[src/rtl/decoder_pipe.sv]
// Pipelined N-to-2^N one-hot/thermometer decoder behind a 2-entry skid buffer.
// Optional accumulator (clr/ACC ports) enabled by defining DECODER_PIPE_ACCUM_EN.
module decoder_pipe #(
    parameter int N = 4
) (
    input  logic                CLK,
    input  logic                ASYNCRESETN,
    input  logic                I_valid,
    output logic                I_ready,
    input  logic [N-1:0]        I,
    input  logic                mode,
    output logic                O_valid,
    input  logic                O_ready,
    output logic [(1<<N)-1:0]   O
`ifdef DECODER_PIPE_ACCUM_EN
    ,
    input  logic                clr,
    output logic [(1<<N)-1:0]   ACC
`endif
);

    localparam int W = 1 << N;

    typedef enum logic [1:0] {
        ST_EMPTY,
        ST_ONE,
        ST_FULL
    } state_t;

    state_t         state_q, state_d;
    logic [W-1:0]   or_data_q, or_data_d;
    logic [W-1:0]   sk_data_q, sk_data_d;
    logic           o_valid_q, o_valid_d;
    logic           i_ready_q, i_ready_d;
    logic [W-1:0]   dec;
    logic           in_xfer;
    logic           out_xfer;

    assign in_xfer  = I_valid && i_ready_q;
    assign out_xfer = o_valid_q && O_ready;

    always_comb begin
        dec = '0;
        for (int k = 0; k < W; k++) begin
            dec[k] = mode ? (k <= int'(I)) : (k == int'(I));
        end
    end

    always_comb begin
        state_d   = state_q;
        or_data_d = or_data_q;
        sk_data_d = sk_data_q;
        case (state_q)
            ST_EMPTY: begin
                if (in_xfer) begin
                    state_d   = ST_ONE;
                    or_data_d = dec;
                end
            end
            ST_ONE: begin
                if (in_xfer && out_xfer) begin
                    or_data_d = dec;
                end else if (in_xfer) begin
                    state_d   = ST_FULL;
                    sk_data_d = dec;
                end else if (out_xfer) begin
                    state_d = ST_EMPTY;
                end
            end
            ST_FULL: begin
                // input is blocked here, so only the drain path exists
                if (out_xfer) begin
                    state_d   = ST_ONE;
                    or_data_d = sk_data_q;
                end
            end
            default: state_d = ST_EMPTY;
        endcase
        o_valid_d = (state_d != ST_EMPTY);
        i_ready_d = (state_d != ST_FULL);
    end

    always_ff @(posedge CLK or negedge ASYNCRESETN) begin
        if (!ASYNCRESETN) begin
            state_q   <= ST_EMPTY;
            or_data_q <= '0;
            sk_data_q <= '0;
            o_valid_q <= 1'b0;
            i_ready_q <= 1'b0;
        end else begin
            state_q   <= state_d;
            or_data_q <= or_data_d;
            sk_data_q <= sk_data_d;
            o_valid_q <= o_valid_d;
            i_ready_q <= i_ready_d;
        end
    end

    assign O       = or_data_q;
    assign O_valid = o_valid_q;
    assign I_ready = i_ready_q;

`ifdef DECODER_PIPE_ACCUM_EN
    logic [W-1:0] acc_q, acc_d;

    // clear applies first so a same-cycle transfer survives the clear
    always_comb begin
        acc_d = acc_q;
        if (clr) begin
            acc_d = '0;
        end
        if (out_xfer) begin
            acc_d = acc_d | or_data_q;
        end
    end

    always_ff @(posedge CLK or negedge ASYNCRESETN) begin
        if (!ASYNCRESETN) begin
            acc_q <= '0;
        end else begin
            acc_q <= acc_d;
        end
    end

    assign ACC = acc_q;
`endif

endmodule

[config.mk]
export PLATFORM = sky130hd
export DESIGN_NAME = decoder_pipe
export DESIGN_NICKNAME = d
export VERILOG_FILES = /design/src/rtl/decoder_pipe.sv
export SDC_FILE = /design/constraint.sdc
export NUM_CORES = 1
export LEC_CHECK = 0
export ABC_AREA = 1
export BUFFER_PORTS_ARGS = -buffer_cell sky130_fd_sc_hd__buf_2
export CORE_ASPECT_RATIO = 0.6
export CORE_MARGIN = 10
export CORE_UTILIZATION = 40
export CTS_CLUSTER_DIAMETER = 100
export DETAILED_ROUTE_END_ITERATION = 10
export GPL_TIMING_DRIVEN = 0
export PLACE_DENSITY_LB_ADDON = 0.08
export SYNTH_ARGS = -nofsm -noshare
export SYNTH_HDL_FRONTEND = slang
export SYNTH_SLANG_ARGS = --single-unit
[constraint.sdc]
create_clock -name CLK -period 1.84 [get_ports CLK]
set_clock_uncertainty 0.2 [all_clocks]
set_input_delay 0.276 -clock CLK [delete_from_list [all_inputs] [get_ports CLK]]
set_output_delay 0.276 -clock CLK [all_outputs]
set_load 0.005 [all_outputs]
### Yosys cells after proc, flatten, opt, wreduce, memory -nomap -nowiden

Index checks and enable logic that the tools add are counted.

* input port bits: 9
* logic and storage cells: 77
* flip-flop bits (word level): 36
* output and inout port bits: 18

* reductions and logical operators: 9
* equal/unequal tests: 21
* multiplexer cells: 26
* bitwise operators: 1
* $lt $le $gt $ge: 15

Operators with widths (number)
* $mux 16: 3
* $pmux 16 s3: 1
* $eq 4x4->1 const A: 8
* $le 4x4->1 const A: 8
* $eq 3x4->1 const A: 4
* $le 3x4->1 const A: 4
* $mux 1: 16
* $mux 2: 5
* $eq 2x4->1 const A: 2
* $le 2x4->1 const A: 2
* $ne 2x2->1 const B: 4
* $pmux 2 s3: 1
* $eq 1x4->1 const A: 1
* $le 1x4->1 const A: 1
* $logic_not 4->1: 1
* $reduce_and 4->1: 1
* $logic_and 1x1->1: 3
* $reduce_and 3->1: 1
* $reduce_bool 3->1: 1
* $eq 2x1->1 const B: 1
* $eq 2x2->1 const B: 1
* $logic_not 2->1: 1
* $reduce_bool 2->1: 1
* $not 1->1: 1

### Logic depth before layout (Yosys ltp)

* depth after elaboration: 6
* depth in mapped cells: 8
* depth with buffers taken out: 7

### Worst setup path after synthesis

Ideal clock, no wire load.

* path type: register to register
* start: reg state_q[1]
* end: reg or_data_q[1], in the netlist O[1]
* arrival time: 1.105 ns
* setup time: 0.065 ns
* slack: 0.471 ns
* buffers on the path: 1
* cell stages (with the launch flop): 7
* clock period less this slack: 1.369 ns
* data required time: 1.575 ns
* cells stage by stage: dfrtp_1 > o21ai_1 > nand2_2 > buf_2 > nor2_1 > nand2_1 > nand2_1

* word-level cells in the longest chain between the ends: 3
* elaborated cells on any way between the ends: 9
* those cells by class: eq/ne: 5; mux: 1; reduce/logical: 3

Ends and longest elaborated chain
* start, declared: line 30 `state_t state_q, state_d;`
* start signal, assigned: line 91 `state_q <= state_d;`
* $eq 2x1->1, or another cell as far along: line 53 `case (state_q)`
* $ne 2x2->1 (no line) or $reduce_bool 3->1 (tied branches)
* $reduce_and 4->1 (no line)
* end signal, assigned: line 92 `or_data_q <= or_data_d;`
* end, declared: line 31 `logic [W-1:0] or_data_q, or_data_d;`

Several ways; a longest one is shown, not always the timed one.
A chain may end at the register's enable or synchronous reset.

### Final worst setup path

* start: reg state_q[1]
* end: reg or_data_q[2], in the netlist O[2]

The elaborated chain is that of the path after synthesis.

==> results.cfg <==
[sta]
setup_viol = 0
tns_ps = 0
finalCritPeriodShare_pct = 86.75
holdWs_ps = 126.2
fin_crit_ps = 1596
maxSlewViolCount = 0
worstMarginPinSlew_ps = 821.4
finalHoldViolations = 0
rsz0062_at_grt = false
maxSlewHeadroom_pct = 45.24
max_freq_ghz = 0.6265

[critical_path]
cp-end-kind = flip-flop
slowest_stage = dfrtp_1
cp.arrival_ps = 1580
start_kind = flip-flop
crit_required_ps = 1820
crit_chain = nand2_2 -> o21ai_1 -> nand2_2 -> buf_2 -> nor2_1 -> nand2_1 -> nand2_1
critPathTopFamily = simple AND/OR/NAND/NOR gates
cpPeakStageDelay_ps = 420
path_max_fanout = 10
crit_buf_inv = 1
crit_type = flip-flop to flip-flop

[outcome]
status = completed

[clocking]
numCtsBuffers = 5
cts_root_buffer = clkbuf_8
clk_pin_slew_ps = 70
cts.sinks = 36
insertion_delay_ps = 290
cts_tree = yes
post_cts_resized = 0
clock_path_buffers = 2
cts_max_level = 2

[hold_path]
hold_class = input port to flip-flop

[floorplan]
initial_core_util_pct = 42.38
die_y_um = 71.61
die_w_um = 106.0
die_area_um2 = 7591
io_pins = 27
core_um2 = 4189
rows = 18

[detailed_routing]
wl_per_cell_um = 12.51
top_layer_used = met4
wl_met1_mm = 2.292
vias_per_cell = 4.618
num_vias = 1570
drt_iter0_drc = 116
drc = 0
wl_met3_um = 303
first_pass_iters = 4
wl_mm = 4.253
drtAntennaViolNets = 0
dr_wl_met2_mm = 1.619

[finish]
layout_common_cells = nand2_1 (101), dfrtp_1 (36), nor2_1 (31)
area.growth.synth_to_final_pct = 16.35
ff_latch_area_um2 = 900.9
nFillCells = 441
drive_gt1_share_pct = 15.71
final_area_um2 = 2066
nNetsFinal = 288
diodes = 0
layout_commonest_cell = nand2_1
multi_input_area_um2 = 749.5

[yosys]
syn_nets = 257
synth_warnings = 0
avgSynthCellArea_um2 = 7.159
synth_seq_cells = 36
postSynthCellCount = 248
yosysSeqAreaShare_pct = 50.74
synth.distinct_cells = 14
synth_area_um2 = 1775

[global_route]
grt_max_degree = 37
grt_overflow_total = 0
grt_usage_pct = 11.75
antenna_found_initial = 0
grt_pass1_vias = 1499
grt_pass1_wl_mm = 7.286

[pwr]
power_density_nw_per_um2 = 1559
clock_power_share_pct = 18.1
switchingPower_w = 0.001296
combPwrFrac_pct = 41.5
p_seq_share_pct = 40.4
fin_total_pwr_w = 0.003220
sw_frac_of_total_pct = 40.25
leakagePower_nw = 1.161
ir_drop_mv = 0.8219
p_int_w = 0.001924

[place]
place_area_um2 = 1966
port_buffers = 23
gp_congestion = 0.9224
hpwl_mm = 3.149

[run]
drv_cap = 0
==> cell type report <==
type	count	share of cell area (%)
Sequential cell	36	43.61
Multi-Input combinational cell	182	36.28
Timing Repair Buffer	24	6.057
Clock buffer	8	4.361
Inverter	21	3.816
Tap cell	60	3.634
Buffer	9	2.241
==> routing by layer <==
layer,global-route usage [%],vias up
met3,4.821,6
met2,15.71,40
met5,0,-
met1,16.79,693
li1,-,831
met4,3.139,0
==> per-stage QoR <==
| stage | std cells | setup WS (ps) | utilization [%] |
|---|---|---|---|
| finish | 340 | 243.8 | 49.31 |
| global route | 340 | 80.10 | 49.31 |
| CTS | 340 | 234.9 | 49.31 |
| detailed placement | 331 | 240.9 | 46.92 |
| global placement | 331 | 235.4 | 46.92 |
| floorplan | 248 | 470.6 | - |
==> cells in the mapped netlist <==
| cell type | count | area share, % |
|---|---|---|
| o21ai_0 | 8 | 2.3 |
| buf_4 | 1 | 0.42 |
| o21ai_1 | 18 | 5.1 |
| nand2_1 | 101 | 21 |
| dfrtp_1 | 36 | 51 |
| nand3_1 | 17 | 4.8 |
| inv_2 | 4 | 0.85 |
| buf_2 | 6 | 1.7 |
| clkbuf_1 | 1 | 0.21 |
| inv_1 | 17 | 3.6 |
| nor2_1 | 31 | 6.6 |
| a21oi_1 | 4 | 1.1 |
| clkbuf_2 | 1 | 0.28 |
| nand2_2 | 3 | 1.1 |
==> registers in the layout (all words and copies together) (netlist names) <==
register   count
O_valid        1
I_ready        1
sk_data_q     16
state_q        2
O             16
==> power groups by stage <==
stage                     logic (W)  clock network, W  registers, W
after CTS                   0.00138          0.000607       0.00130
after global placement      0.00137                 0       0.00131
after floorplan            0.000877                 0       0.00132
after global routing        0.00156          0.000650       0.00134
after detailed placement    0.00137                 0       0.00132
final                       0.00134          0.000582       0.00130
==> cell families after synthesis <==
logic type | count (synthesis) | synth area share (%)
buffers and inverters | 30 | 7.047
DFF | 36 | 50.74
AOI/OAI and AO/OA | 30 | 8.457
and+or+nand+nor | 152 | 33.76
==> tightest hold or removal path, stage by stage <==
cell     delay (ps)
buf_2            80
nand2_1          80
nand2_1          90
o21ai_1          60
==> path summary, 6_finish.rpt <==
| path | to | from | cells after the start | slack (ps) |
|---|---|---|---|---|
| min in group asynchronous | state_q[1] | ASYNCRESETN | 2 | 420 |
| max in group asynchronous | sk_data_q[8] | ASYNCRESETN | 2 | 500 |
| worst min register to register | O[10] | O[10] | 2 | 270 |
| worst min-delay path | state_q[0] | I_valid | 4 | 130 |
| worst max-delay path | O[2] | state_q[1] | 7 | 240 |
| worst max register to register | O[2] | state_q[1] | 7 | 240 |
==> timing repair <==
| item | in CTS | in global routing |
|---|---|---|
| hold buffers | 1 | 0 |
| setup buffers | 0 | 0 |
| hold endpoints to repair | 36 | 0 |
Note: power is estimated with default switching activity, not from simulation.
